--- src/rtl/alu_pkg.sv ---
// Shared op codes, FSM state encoding and op classification for alu_seq.
// Honours ALU_SEQ_DIV_EN: when undefined, DIVU/REMU are not multi-cycle.
package alu_pkg;

  localparam logic [3:0] OP_ADD  = 4'h0;
  localparam logic [3:0] OP_SUB  = 4'h1;
  localparam logic [3:0] OP_AND  = 4'h2;
  localparam logic [3:0] OP_OR   = 4'h3;
  localparam logic [3:0] OP_SLL  = 4'h4;
  localparam logic [3:0] OP_SRL  = 4'h5;
  localparam logic [3:0] OP_SRA  = 4'h6;
  localparam logic [3:0] OP_XOR  = 4'h7;
  localparam logic [3:0] OP_SLT  = 4'h8;
  localparam logic [3:0] OP_SLTU = 4'h9;
  localparam logic [3:0] OP_MUL  = 4'hA;
  localparam logic [3:0] OP_DIVU = 4'hC;
  localparam logic [3:0] OP_REMU = 4'hD;

  localparam logic [1:0] ST_IDLE = 2'd0;
  localparam logic [1:0] ST_MUL  = 2'd1;
  localparam logic [1:0] ST_DIV  = 2'd2;
  localparam logic [1:0] ST_DONE = 2'd3;

  // True for ops that run through the iterative unit.
  function automatic logic is_multicycle(input logic [3:0] op);
`ifdef ALU_SEQ_DIV_EN
    return (op == OP_MUL) || (op == OP_DIVU) || (op == OP_REMU);
`else
    return (op == OP_MUL);
`endif
  endfunction

endpackage

--- src/rtl/alu_iter.sv ---
// Iterative unit: shift-add multiply and (ALU_SEQ_DIV_EN) restoring divide.
// One bit per cycle for W cycles; res is the value produced by the current
// step so the top can register it on the same edge that done is seen.
module alu_iter
  import alu_pkg::*;
#(
  parameter int W   = 16,
  parameter int SHW = $clog2(W)
) (
  input  logic         clk,
  input  logic         rst,
  input  logic         start,
  input  logic         is_div,
  input  logic         is_rem,
  input  logic [W-1:0] a,
  input  logic [W-1:0] b,
  input  logic         run,
  output logic         done,
  output logic [W-1:0] res
);

  // acc: product accumulator (MUL) / partial remainder (DIV)
  // sreg: multiplier shifting out (MUL) / dividend out, quotient in (DIV)
  // opnd: multiplicand shifting up (MUL) / divisor (DIV)
  logic [W-1:0]   acc, sreg, opnd;
  logic [W-1:0]   acc_nxt, sreg_nxt, opnd_nxt;
  logic [SHW-1:0] cnt;

`ifdef ALU_SEQ_DIV_EN
  logic       mode_div, mode_rem;
  logic [W:0] part, trial;
`else
  logic iter_unused;
  assign iter_unused = ^{is_div, is_rem};
`endif

  assign done = run && (cnt == SHW'(W - 1));

  // Operand load on start, one iteration step per cycle while running
  always_ff @(posedge clk or negedge rst) begin
    if (!rst) begin
      acc  <= '0;
      sreg <= '0;
      opnd <= '0;
      cnt  <= '0;
`ifdef ALU_SEQ_DIV_EN
      mode_div <= 1'b0;
      mode_rem <= 1'b0;
`endif
    end else if (start) begin
      acc <= '0;
      cnt <= '0;
`ifdef ALU_SEQ_DIV_EN
      mode_div <= is_div;
      mode_rem <= is_rem;
      sreg     <= is_div ? a : b;
      opnd     <= is_div ? b : a;
`else
      sreg <= b;
      opnd <= a;
`endif
    end else if (run) begin
      acc  <= acc_nxt;
      sreg <= sreg_nxt;
      opnd <= opnd_nxt;
      cnt  <= cnt + 1'b1;
    end
  end

  // Single step of the selected algorithm
  always_comb begin
    acc_nxt  = acc + (sreg[0] ? opnd : '0);
    sreg_nxt = sreg >> 1;
    opnd_nxt = opnd << 1;
    res      = acc_nxt;
`ifdef ALU_SEQ_DIV_EN
    // part < 2*divisor, so W+1 bits hold it and trial[W] is the borrow
    part  = {acc, sreg[W-1]};
    trial = part - {1'b0, opnd};
    if (mode_div) begin
      opnd_nxt = opnd;
      if (!trial[W]) begin
        acc_nxt  = trial[W-1:0];
        sreg_nxt = {sreg[W-2:0], 1'b1};
      end else begin
        acc_nxt  = part[W-1:0];
        sreg_nxt = {sreg[W-2:0], 1'b0};
      end
      res = mode_rem ? acc_nxt : sreg_nxt;
    end
`endif
  end

endmodule

--- src/rtl/alu_seq.sv ---
// Handshaked sequential ALU: single-cycle ops registered in one stage,
// MUL (and DIVU/REMU when ALU_SEQ_DIV_EN is defined) iterate for W cycles.
module alu_seq
  import alu_pkg::*;
#(
  parameter int W   = 16,
  parameter int SHW = $clog2(W)
) (
  input  logic         clk,
  input  logic         rst,
  input  logic         in_valid,
  output logic         in_ready,
  input  logic [3:0]   op,
  input  logic [W-1:0] a,
  input  logic [W-1:0] b,
  output logic         out_valid,
  input  logic         out_ready,
  output logic [W-1:0] result,
  output logic         div0
);

  logic [1:0]     state, state_nxt;
  logic           xfer, start, dz, iter_run, iter_done;
  logic [W-1:0]   sc_res, iter_res;
  logic [SHW-1:0] sh;

  // in_ready depends only on state and out_ready, never on in_valid
  assign in_ready  = (state == ST_IDLE) || ((state == ST_DONE) && out_ready);
  assign out_valid = (state == ST_DONE);
  assign xfer      = in_valid && in_ready;
  assign sh        = b[SHW-1:0];

`ifdef ALU_SEQ_DIV_EN
  // Divide by zero short-circuits the iteration and completes in one cycle
  assign dz       = ((op == OP_DIVU) || (op == OP_REMU)) && (b == '0);
  assign iter_run = (state == ST_MUL) || (state == ST_DIV);
`else
  assign dz       = 1'b0;
  assign iter_run = (state == ST_MUL);
`endif
  assign start = xfer && is_multicycle(op) && !dz;

  alu_iter #(.W(W), .SHW(SHW)) u_iter (
    .clk    (clk),
    .rst    (rst),
    .start  (start),
    .is_div ((op == OP_DIVU) || (op == OP_REMU)),
    .is_rem (op == OP_REMU),
    .a      (a),
    .b      (b),
    .run    (iter_run),
    .done   (iter_done),
    .res    (iter_res)
  );

  // Single-cycle datapath; illegal codes fall through to zero
  always_comb begin
    sc_res = '0;
    case (op)
      OP_ADD:  sc_res = a + b;
      OP_SUB:  sc_res = a - b;
      OP_AND:  sc_res = a & b;
      OP_OR:   sc_res = a | b;
      OP_SLL:  sc_res = a << sh;
      OP_SRL:  sc_res = a >> sh;
      OP_SRA:  sc_res = $unsigned($signed(a) >>> sh);
      OP_XOR:  sc_res = a ^ b;
      OP_SLT:  sc_res = {{(W-1){1'b0}}, $signed(a) < $signed(b)};
      OP_SLTU: sc_res = {{(W-1){1'b0}}, a < b};
`ifdef ALU_SEQ_DIV_EN
      OP_DIVU: sc_res = '1;
      OP_REMU: sc_res = a;
`endif
      default: sc_res = '0;
    endcase
  end

  // Next-state: accept from IDLE or straight out of DONE, iterate, drain
  always_comb begin
    state_nxt = state;
    case (state)
      ST_IDLE, ST_DONE: begin
        if (xfer) begin
          if (!start)
            state_nxt = ST_DONE;
`ifdef ALU_SEQ_DIV_EN
          else if (op != OP_MUL)
            state_nxt = ST_DIV;
`endif
          else
            state_nxt = ST_MUL;
        end else if ((state == ST_DONE) && out_ready) begin
          state_nxt = ST_IDLE;
        end
      end
      default: if (iter_done) state_nxt = ST_DONE;
    endcase
  end

  // FSM state register; reset discards any in-flight op
  always_ff @(posedge clk or negedge rst) begin
    if (!rst) state <= ST_IDLE;
    else      state <= state_nxt;
  end

  // Output register: loads on single-cycle accept or last iteration only
  always_ff @(posedge clk or negedge rst) begin
    if (!rst) begin
      result <= '0;
      div0   <= 1'b0;
    end else if (xfer && !start) begin
      result <= sc_res;
      div0   <= dz;
    end else if (iter_done) begin
      result <= iter_res;
      div0   <= 1'b0;
    end
  end

endmodule

--- config.mk ---
export PLATFORM = sky130hd
export DESIGN_NAME = alu_seq
export DESIGN_NICKNAME = d
export VERILOG_FILES = /design/src/rtl/alu_pkg.sv /design/src/rtl/alu_iter.sv /design/src/rtl/alu_seq.sv
export SDC_FILE = /design/constraint.sdc
export NUM_CORES = 1
export LEC_CHECK = 0
export CORE_MARGIN = 4
export CORE_UTILIZATION = 60
export CTS_CLUSTER_SIZE = 20
export DETAILED_ROUTE_END_ITERATION = 8
export DONT_BUFFER_PORTS = 1
export HOLD_SLACK_MARGIN = 0.06
export MAX_ROUTING_LAYER = met4
export PLACE_DENSITY = 0.86
export SYNTH_ARGS = -nofsm -noshare
export SYNTH_HDL_FRONTEND = slang
export SYNTH_SLANG_ARGS = --single-unit
export TNS_END_PERCENT = 20
--- constraint.sdc ---
create_clock -name clk -period 6.9 [get_ports clk]
set_input_delay 2.07 -clock clk [delete_from_list [all_inputs] [get_ports clk]]
set_output_delay 2.07 -clock clk [all_outputs]
set_load 0.01 [all_outputs]
# == Word level (Yosys, flattened, before mapping) ==
# Index checks and enable logic that the tools add are counted.
# totals
reg_bits,71
output_inout_bits,19
wordCells,66
# op_classes
n_addsub,4
order_cmp,2
eq_ne,14
n_shift,3
mux,19
bitwise,3
n_reduce_logical,14
# op_table
operator,count
$pmux 16 s10,1
$mux 16,9
$add 16x16->16,2
$lt 16x16->1,2
$and 16x16->16,1
$eq 4x3->1 const B,4
$eq 4x4->1 const B,4
$or 16x16->16,1
$shl 16x4->16,1
$shr 16x4->16,1
$sshr 16x4->16,1
$sub 16x16->16,1
$xor 16x16->16,1
$mux 2,5
$eq 4x2->1 const B,2
$mux 4,2
$reduce_bool 2->1,3
$logic_and 1x1->1,5
$add 4x1->4 const B,1
$eq 4x1->1 const B,1
$logic_not 4->1,1
$ne 3x3->1 const B,1
$eq 2x1->1 const B,1
$eq 2x2->1 const B,1
other kinds (6),7

# == Depth between registers and ports, before layout ==
# Gate-level depths: netlist of the first run.
# depth
ltp_word,8
ltp_mapped,12
mapped_depth_nobuf,12

# == Modules after synthesis ==
# Synthesis of the first run repeated with hierarchy kept, for this count alone.
# hier_totals
cells_unflattened,1025
area_unflattened_um2,8232.9
# modules_own_cells
mod,instances,cells_per_inst,area_each_um2,seq_area_each_um2
alu_seq,1,678,4973.5,450.4
alu_iter,1,347,3259.4,1301.2

# == Worst setup path after synthesis of the first run ==
# Ideal clock, no wire load.
# synth_timing
kind,input -> register
startpoint,input port a[15]
endpoint,register result[15]
t_arrival_ns,4.326
t_required_ns,6.770
slack_ns,2.444
path_stages,10
n_path_buf,2
path_cell_list,clkbuf_1 clkbuf_1 inv_1 ha_1 mux4_2 a221oi_1 nor3b_1 o41ai_2 a22oi_1 o31ai_1
# synth_via
elab_chain_cells,3
word_cells_on_any_way,10
# synth_lines
item,line,rtl
"start, declared",alu_seq.sv:14,"input logic [W-1:0] a,"
$sub 16x16->16 (tied with other cells),alu_seq.sv:61,OP_SUB: sc_res = a - b;
$pmux 16 s10 *,alu_seq.sv:59,case (op)
$mux 16 *,alu_seq.sv:111,end else if (xfer && !start) begin
"end signal, assigned",alu_seq.sv:112,result <= sc_res;
"end signal, assigned",alu_seq.sv:115,result <= iter_res;
"end, declared",alu_seq.sv:18,"output logic [W-1:0] result,"
# Every way passes the cells marked *; elsewhere a longest branch is shown, timed or not.
# A chain may end at the register's enable or synchronous reset.

# == Worst setup path in the final report of the first run ==
# layout_timing
startpoint,input port out_ready
endpoint,output port in_ready
# layout_via
elab_chain_cells,2
# layout_lines
item,line,rtl
"start, declared",alu_seq.sv:17,"input logic out_ready,"
$logic_and 1x1->1,alu_seq.sv:28,assign in_ready = (state == ST_IDLE) || ((state == ST_DONE) && out_ready);
$logic_or 1x1->1,alu_seq.sv:28,
"end, declared",alu_seq.sv:12,"output logic in_ready,"
# Every way passes these cells.

==> impl_metrics.yaml, run 1 <==
placement:
  dpl.hpwl_mm: 18.0
  placedCellCount: 1067
  post-place-ws_ns: 2.28
  place.gp.congestion: 1.09
  io_buffers: 0
synth:
  synth_top_family_by_area: "compound AO/OA/AOI/OAI gates"
  ys_warn_count: 0
  synth_area_leaders: "dfrtp_1 22%, ha_1 11%, mux2i_1 7.9%"
  synth-seq-cells: 70
  async_flop_share_pct: 100
  syn-mean-instance-area_um2: 8.18
  synth_edf_count: 0
  syn_area_um2: 7830
  synth_compound_area_share_pct: 25.0
  synthMuxAreaShare_pct: 13.4
  yosysTopAreaCellShare_pct: 22.4
  ys.flop_type: "dfrtp_1"
  ys_types: 94
  yosysMostFrequentCell: "nor2_1"
  yosysSeqAreaShare_pct: 22.4
  yosys.area_share.simple_pct: 17.1
  syn-num-nets: 1070
  synth_xor_area_share_pct: 3.24
  synthCells: 957
  synth_fa_ha_area_share_pct: 12.0
  yosysTopAreaCell: "dfrtp_1"
  ys_top_cells_by_count: "101 x nor2_1, 85 x nand2_1, 70 x dfrtp_1, 70 x ha_1, 69 x o21ai_0"
global_routing:
  grt_pass1_wl_mm: 38.2
  grt-ovfl-total: 0
  track_usage_pct: 34.0
  grt_max_degree: 85
  grt_antenna_before_repair: 0
  grt_pass1_vias: 6865
power:
  p_clk_share_pct: 20.6
  ir_drop_mv: 0.201
  swShare_pct: 42.4
  power_frac_seq_pct: 30.2
  combPwrFrac_pct: 49.2
  power.switching_mw: 1.08
  internal_power_mw: 1.46
  power_density_nw_per_um2: 314
  p_leak_nw: 3.25
die:
  io_pins: 59
  std_cell_rows: 41
  die_h_um: 122
  die_area_um2: 14900
  die_x_um: 122
  start_util_pct: 61.6
  coreArea_um2: 12700
timing:
  drv_slew: 0
  worst_pin_slew_ns: 0.968
  finalSetupTns_ns: 0
  clock_skew_ns: 0.00937
  setup-violations-final: 0
  fmax_ghz: 0.226
  grt_setup_unrepaired: "no"
  setup_slack_ns: 2.48
  period_needed_ns: 4.42
  fin_crit_sh_pct: 64.1
  final-hold-violation-count: 0
  slew_headroom_pct: 34.6
detailed_routing:
  drt-vias-per-instance: 6.75
  dr.pass1.iters: 7
  wl_per_cell_um: 22.6
  wirelength_mm: 24.4
  via_count: 7313
  route.detailed.drc: 0
  drt-initial-drc-count: 874
  ant_nets: 0
outcome:
  status: "completed"
clock_network:
  post_cts_buffers: 0
  htree_levels: 3
  cts.hold.buffers_added: 0
  clk_transition_reported_paths_ns: 0.06
  clock_path_buffers: 2
  post_cts_resized: 0
  clock_latency_ns: 0.34
  cts_tree: "yes"
  cts_made_buffers: 9
  clock-sinks: 70
  cts_root_buffer: "clkbuf_16"
setup_path:
  path_cells: "nand2_1, nand2b_1"
  start_kind: "input port"
  r2r_cells: 11
  cp.depth: 2
  end_kind: "output port"
  critPathSlowestCell: "nand2b_1"
  cp_max_fo: 4
  crit_start: "out_ready"
  timing.rr.end: "result[14]"
  required_ns: 4.83
  r2r_setup_slack_ns: 3.17
  path_delay_family: "simple AND/OR/NAND/NOR gates"
  crit_end: "in_ready"
  r2r-start: "u_iter.sreg[0]"
  critPathBufInv: 0
  crit_type: "input port to output port"
  arrival_ns: 2.35
  slowest_delay_ns: 0.21
final_layout:
  syn_to_final_growth_pct: 3.29
  drive_gt1_share_pct: 7.14
  layout.cells.non_filler: 1083
  nets: 1019
  fillers: 1112
  diodes: 0
hold_path:
  min-delay-path-class: "flop to flop"
  min_from: "u_iter.acc[10]"
flow_run:
  max-cap-violations: 0
metal layers:
metal | vias up | track usage (%) | share of wire [%]
li1 | 3360 | - | -
met4 | 0 | 10.5 | 3.0
met5 | - | - | 0
met1 | 3491 | 46.6 | 42
met3 | 70 | 9.12 | 11
met2 | 392 | 49.3 | 44
sequential cells by signal, indices dropped and copies added, names as in the netlist:
name / flops
u_iter.acc: 16
u_iter.opnd: 16
u_iter.sreg: 16
result: 16
u_iter.cnt: 4
state: 2
area by class of cell:
| cell class | count | area, um2 | area share, % |
|---|---|---|---|
| multi-input combinational | 768 | 5560 | 68.8 |
| sequential | 70 | 1750 | 21.7 |
| timing repair buffer | 3 | 22.5 | 0.278 |
| clock buffer | 10 | 239 | 2.95 |
| inverter | 54 | 203 | 2.51 |
| tap | 172 | 215 | 2.66 |
| clock inverter | 6 | 93.8 | 1.16 |
cell usage in the layout, fill, tap and decap left out, types with 5 or more instances in the layout:
cell,count
nand2b_1,8
and2_1,19
ha_1,69
nor2_1,100
a31oi_1,11
or3_1,5
mux4_2,16
xnor2_1,19
a21o_1,8
a21oi_1,60
a221oi_1,10
o31ai_1,8
and3_1,8
o21ai_0,69
o21a_1,6
clkbuf_16,9
inv_1,49
nor2b_1,8
o21bai_1,6
nand2_1,85
a22o_1,5
nor3_1,21
dfrtp_1,70
a211oi_1,13
o22ai_1,11
xor2_1,10
a211o_1,5
o21ai_1,16
nand3_1,13
mux2i_1,62
o211ai_1,10
how the worst min path moves through the flow:
stage	to	slack, ns	cells after the start
floorplan	u_iter.acc[11]	0.49	2
finish	u_iter.acc[10]	0.53	2
CTS	u_iter.acc[10]	0.54	2
global route	u_iter.acc[13]	0.57	2
global placement	u_iter.acc[0]	0.51	2
detailed placement	u_iter.acc[10]	0.52	2
kinds of logic after synthesis:
family,after synthesis
fa+ha+maj,73
buf+inv,119
mux,84
simple gates,288
other cells,1
xor+xnor,29
flops,70
compound gates,293
power by group through the flow:
stage                     clock (mW)  sequential, mW  combinational [mW]
after floorplan                    0           0.705                1.03
after global placement             0           0.760                1.18
after detailed placement           0           0.770                1.22
after CTS                      0.522           0.763                1.23
after global routing           0.541           0.787                1.39
final                          0.524           0.768                1.25
per-stage QoR:
step           util [%]  power [mW]  hold WS [ns]  instance area [um2]
2_1_floorplan         -        1.73         0.493                 7830
3_3_place_gp       61.0        1.94         0.509                 7760
3_5_place_dp       61.0        1.99         0.522                 7760
4_1_cts            63.6        2.52         0.537                 8090
5_1_grt            63.6        2.72         0.565                 8090
6_report           63.6        2.54         0.535                 8090
tightest hold or removal path: cells and delay by family, from the launching register on:
| kind | cells | cell delay [ns] |
|---|---|---|
| DFF | 1 | 0.35 |
| muxes | 1 | 0.07 |
| and+or+nand+nor | 1 | 0.08 |
Note: power is estimated with default switching activity, not from simulation.
==> run 2: changes to the inputs <==
--- a/config.mk
+++ b/config.mk
@@ -12,7 +12,7 @@
 export DONT_BUFFER_PORTS = 1
 export HOLD_SLACK_MARGIN = 0.06
 export MAX_ROUTING_LAYER = met4
-export PLACE_DENSITY = 0.86
+export PLACE_DENSITY = 0.89
 export SYNTH_ARGS = -nofsm -noshare
 export SYNTH_HDL_FRONTEND = slang
 export SYNTH_SLANG_ARGS = --single-unit
==> constraint.sdc (replaced) <==
create_clock -name clk -period 3.7 [get_ports clk]
set_input_delay 1.11 -clock clk [delete_from_list [all_inputs] [get_ports clk]]
set_output_delay 1.11 -clock clk [all_outputs]
set_load 0.01 [all_outputs]
==> impl_metrics.yaml, run 2 (synthesized netlist as in run 1, its figures left out) <==
outcome:
  status: "completed"
timing:
  slew_headroom_pct: 41.2
  clock_skew_ns: 0.00995
  drv_slew: 0
  fin_crit_sh_pct: 90.8
  worst_pin_slew_ns: 0.882
  holdWs_ns: 0.459
  period_needed_ns: 3.36
  finalSetupTns_ns: 0
  fmax_ghz: 0.298
  setup-violations-final: 0
  grt_setup_unrepaired: "no"
  final-hold-violation-count: 0
final_layout:
  nets: 1032
  layout.cells.non_filler: 1096
  final_cell_mix: "100 x nor2_1, 85 x nand2_1, 70 x dfrtp_1"
  diodes: 0
  fillers: 1120
  postLayoutCoreUtil_pct: 63.9
  drive_gt1_share_pct: 8.33
  syn_to_final_growth_pct: 3.87
  final_common_cell: "nor2_1"
setup_path:
  arrival_ns: 3.58
  crit_start: "u_iter.sreg[0]"
  cp_max_fo: 16
  crit_type: "flop to flop"
  required_ns: 3.93
  crit_end: "result[12]"
  timing.rr.end: "result[12]"
  end_kind: "flop"
  r2r_cells: 11
  start_kind: "flop"
  r2r-start: "u_iter.sreg[0]"
  r2r_setup_slack_ns: 0.34
clock_network:
  post_cts_resized: 0
  clk_transition_reported_paths_ns: 0.06
  clock-sinks: 70
  cts_root_buffer: "clkbuf_16"
  clock_latency_ns: 0.35
  cts_made_buffers: 9
  htree_levels: 3
  clock_path_buffers: 2
  cts_tree: "yes"
  cts.hold.buffers_added: 0
  post_cts_buffers: 0
global_routing:
  grt_pass1_vias: 6922
  grt_antenna_before_repair: 0
  grt_max_degree: 85
  grt-ovfl-total: 0
  grt_pass1_wl_mm: 38.9
  track_usage_pct: 34.6
detailed_routing:
  wirelength_mm: 24.8
  wl_per_cell_um: 22.6
  drt-initial-drc-count: 1007
  ant_nets: 0
  drt-vias-per-instance: 6.80
  via_count: 7455
  dr.pass1.iters: 5
  route.detailed.drc: 0
die:
  std_cell_rows: 41
  start_util_pct: 61.6
  die_h_um: 122
  die_area_um2: 14900
  die_x_um: 122
  io_pins: 59
  coreArea_um2: 12700
power:
  power_density_nw_per_um2: 568
  p_leak_nw: 3.29
  ir_drop_mv: 0.431
placement:
  io_buffers: 0
  dpl.hpwl_mm: 18.4
  placedCellCount: 1080
  place.gp.congestion: 1.05
hold_path:
  min-delay-path-class: "input port to asynchronous set/reset pin"
flow_run:
  max-cap-violations: 0
==> run 2: area by class of cell <==
class                      instances  area, um2  area share (%)
sequential                        70       1750            21.5
clock inverter                     7       48.8           0.600
multi-input combinational        768       5560            68.3
inverter                          54        203            2.49
tap                              172        215            2.65
clock buffer                       9        225            2.77
timing repair buffer              16        133            1.63
==> run 2: how the worst min path moves through the flow <==
stage	depth (start not counted)	slack [ns]	to	start
floorplan	2	0.49	u_iter.acc[11]	u_iter.acc[11]
global placement	2	0.51	u_iter.acc[5]	u_iter.acc[5]
detailed placement	2	0.52	u_iter.acc[3]	u_iter.acc[3]
CTS	0	0.45	result[7]	rst
global route	0	0.44	u_iter.acc[4]	rst
finish	0	0.46	u_iter.acc[7]	rst
==> run 2: power by group <==
group	internal [mW]	switching, mW	total (mW)
clock network	0.456	0.364	0.820
registers	1.10	0.301	1.40
logic	1.04	1.37	2.40
total	2.59	2.03	4.62
==> run 2: per-stage QoR <==
step	setup WS (ns)	power [mW]	area [um2]
2_1_floorplan	0.204	3.23	7830
3_3_place_gp	0.213	3.64	7860
3_5_place_dp	0.180	3.74	7860
4_1_cts	0.428	4.58	8130
5_1_grt	0.142	4.96	8130
6_report	0.342	4.62	8130
==> run 2: worst max-delay path, cell delays in order, from the launching register on <==
cell	delay (ns)
dfrtp_1	0.44
buf_4	0.23
and2_1	0.19
fa_1	0.44
a211oi_1	0.38
o21ai_1	0.15
a2111oi_0	0.43
nor3_1	0.19
xor2_1	0.20
o21a_1	0.26
a2111oi_2	0.23
nor2_1	0.09
==> run 2: layer usage <==
metal | track usage [%] | vias up | part of all wire (%)
li1 | - | 3396 | -
met1 | 46.7 | 3529 | 41
met2 | 48.6 | 444 | 42
met3 | 11.1 | 86 | 12
met4 | 12.5 | 0 | 4.2
met5 | - | - | 0
==> run 3: changes to the inputs <==
--- a/config.mk
+++ b/config.mk
@@ -5,14 +5,17 @@
 export SDC_FILE = /design/constraint.sdc
 export NUM_CORES = 1
 export LEC_CHECK = 0
+export CELL_PAD_IN_SITES_DETAIL_PLACEMENT = 1
+export CELL_PAD_IN_SITES_GLOBAL_PLACEMENT = 1
 export CORE_MARGIN = 4
-export CORE_UTILIZATION = 60
+export CORE_UTILIZATION = 54
+export CTS_CLUSTER_DIAMETER = 100
 export CTS_CLUSTER_SIZE = 20
 export DETAILED_ROUTE_END_ITERATION = 8
 export DONT_BUFFER_PORTS = 1
 export HOLD_SLACK_MARGIN = 0.06
 export MAX_ROUTING_LAYER = met4
-export PLACE_DENSITY = 0.89
+export PLACE_DENSITY = 0.95
 export SYNTH_ARGS = -nofsm -noshare
 export SYNTH_HDL_FRONTEND = slang
 export SYNTH_SLANG_ARGS = --single-unit
==> constraint.sdc (replaced) <==
create_clock -name clk -period 4.29 [get_ports clk]
set_input_delay 1.287 -clock clk [delete_from_list [all_inputs] [get_ports clk]]
set_output_delay 1.287 -clock clk [all_outputs]
set_load 0.01 [all_outputs]
==> impl_metrics.yaml, run 3 (synthesized netlist as in run 1, its figures left out) <==
detailed_routing:
  ant_nets: 0
  wl_per_cell_um: 26.0
  drt-vias-per-instance: 6.96
  via_count: 7642
  dr.pass1.iters: 6
  route.detailed.drc: 0
  wirelength_mm: 28.6
  drt-initial-drc-count: 788
final_layout:
  final_common_cell: "nor2_1"
  syn_to_final_growth_pct: 3.58
  diodes: 0
  fillers: 1714
  final_cell_mix: "100 x nor2_1, 85 x nand2_1, 70 x dfrtp_1"
  ff_latch_area_um2: 1750
  multiInputGateArea_um2: 5560
  drive_gt1_share_pct: 7.41
  nets: 1028
global_routing:
  grt_pass1_wl_mm: 45.3
  grt_max_degree: 85
  grt_antenna_before_repair: 0
  track_usage_pct: 36.1
  grt-ovfl-total: 0
  grt_pass1_vias: 7991
setup_path:
  critPathSlowestCell: "ha_1"
  required_ns: 4.54
  cp_max_fo: 52
  critPathBufInv: 1
  slowest_delay_ns: 0.43
  path_cells: "inv_1, ha_1, and3_1, a221o_1, o22ai_2, o21ba_1, o21ai_1, o41ai_2, mux2i_1, o31ai_1"
  start_kind: "input port"
  r2r_cells: 11
  path_delay_family: "compound AO/OA/AOI/OAI gates"
  arrival_ns: 3.85
  end_kind: "flop"
  cp.depth: 10
  crit_type: "input port to flop"
clock_network:
  cts_made_buffers: 9
  clk_transition_reported_paths_ns: 0.06
  htree_levels: 3
  clock-sinks: 70
  cts.hold.buffers_added: 0
  cts_tree: "yes"
  post_cts_resized: 0
  clock_path_buffers: 2
  post_cts_buffers: 0
  cts_root_buffer: "clkbuf_16"
  clock_latency_ns: 0.34
placement:
  io_buffers: 0
  dpl.hpwl_mm: 21.0
  place.gp.congestion: 1.01
die:
  die_h_um: 128
  die_x_um: 128
  io_pins: 59
  coreArea_um2: 14000
  die_area_um2: 16500
  std_cell_rows: 43
  start_util_pct: 55.8
power:
  combPwrFrac_pct: 52.9
  internal_power_mw: 2.29
  power_frac_seq_pct: 29.6
  swShare_pct: 45.0
  power_density_nw_per_um2: 513
  p_clk_share_pct: 17.4
  power.switching_mw: 1.87
  ir_drop_mv: 0.407
  p_leak_nw: 3.27
  total_power_mw: 4.16
flow_run:
  max-cap-violations: 0
hold_path:
  min-delay-path-class: "flop to flop"
  whs_path_depth: 2
timing:
  slew_headroom_pct: 39.9
  setup-violations-final: 0
  drv_slew: 0
  fin_crit_sh_pct: 83.9
  grt_setup_unrepaired: "no"
  fmax_ghz: 0.278
  worst_pin_slew_ns: 0.902
  final-hold-violation-count: 0
  finalSetupTns_ns: 0
  clock_skew_ns: 0.00568
  period_needed_ns: 3.60
outcome:
  status: "completed"
-- run 3: changes by cell type in the layout (fill, tap and decap cells not counted), sizes merged --
| cell | previous run | this run |
|---|---|---|
| buf | 16 | 12 |
| clkinv | 5 | 2 |
| clkbuf | 9 | 12 |
| bufinv | 0 | 1 |
| clkinvlp | 1 | 0 |
| inv | 55 | 53 |
-- run 3: per-layer routing --
metal	vias up	global-route usage [%]	share of wire (%)
li1	3378	-	-
met1	3804	46.7	41
met2	368	54.4	46
met3	92	8.30	8.9
met4	0	15.6	4.5
met5	-	-	0
-- run 3: per-stage QoR --
stage,instances,hold WS (ns),util [%],cell area [um2],setup slack (ns)
after floorplan,957,0.493,-,7830,0.617
after global placement,1084,0.510,55.8,7840,0.535
after detailed placement,1084,0.530,55.8,7840,0.430
after CTS,1098,0.543,57.8,8110,0.775
after global routing,1098,0.558,57.8,8110,0.524
final,1098,0.539,57.8,8110,0.689
-- run 3: worst paths after layout --
kind / endpoint / startpoint / slack, ns
max in group asynchronous: result[7] / rst / 3.52
max reg2reg: result[14] / u_iter.sreg[0] / 0.72
min in group asynchronous: u_iter.acc[7] / rst / 0.64
min: u_iter.acc[8] / u_iter.acc[8] / 0.54
min reg2reg: u_iter.acc[8] / u_iter.acc[8] / 0.54
max: result[15] / b[2] / 0.69
-- run 3: power groups by stage --
stage               combinational [mW]  sequential, mW  clock [mW]
floorplan                         1.65            1.13           0
global placement                  1.97            1.21           0
detailed placement                2.12            1.23           0
CTS                               2.17            1.23       0.733
global route                      2.43            1.27       0.763
finish                            2.20            1.23       0.725
-- run 3: tightest hold or removal path, cell delays in order (launching register included) --
cell and delay (ns):
dfrtp_1 0.34, mux2i_1 0.08, nor2_1 0.08
-- run 3: cell type report --
| class | count | area share (%) |
|---|---|---|
| sequential | 70 | 21.6 |
| clock inverter | 2 | 0.432 |
| inverter | 54 | 2.50 |
| clock buffer | 12 | 2.92 |
| timing repair buffer | 12 | 1.26 |
| tap | 180 | 2.78 |
| multi-input combinational | 768 | 68.5 |
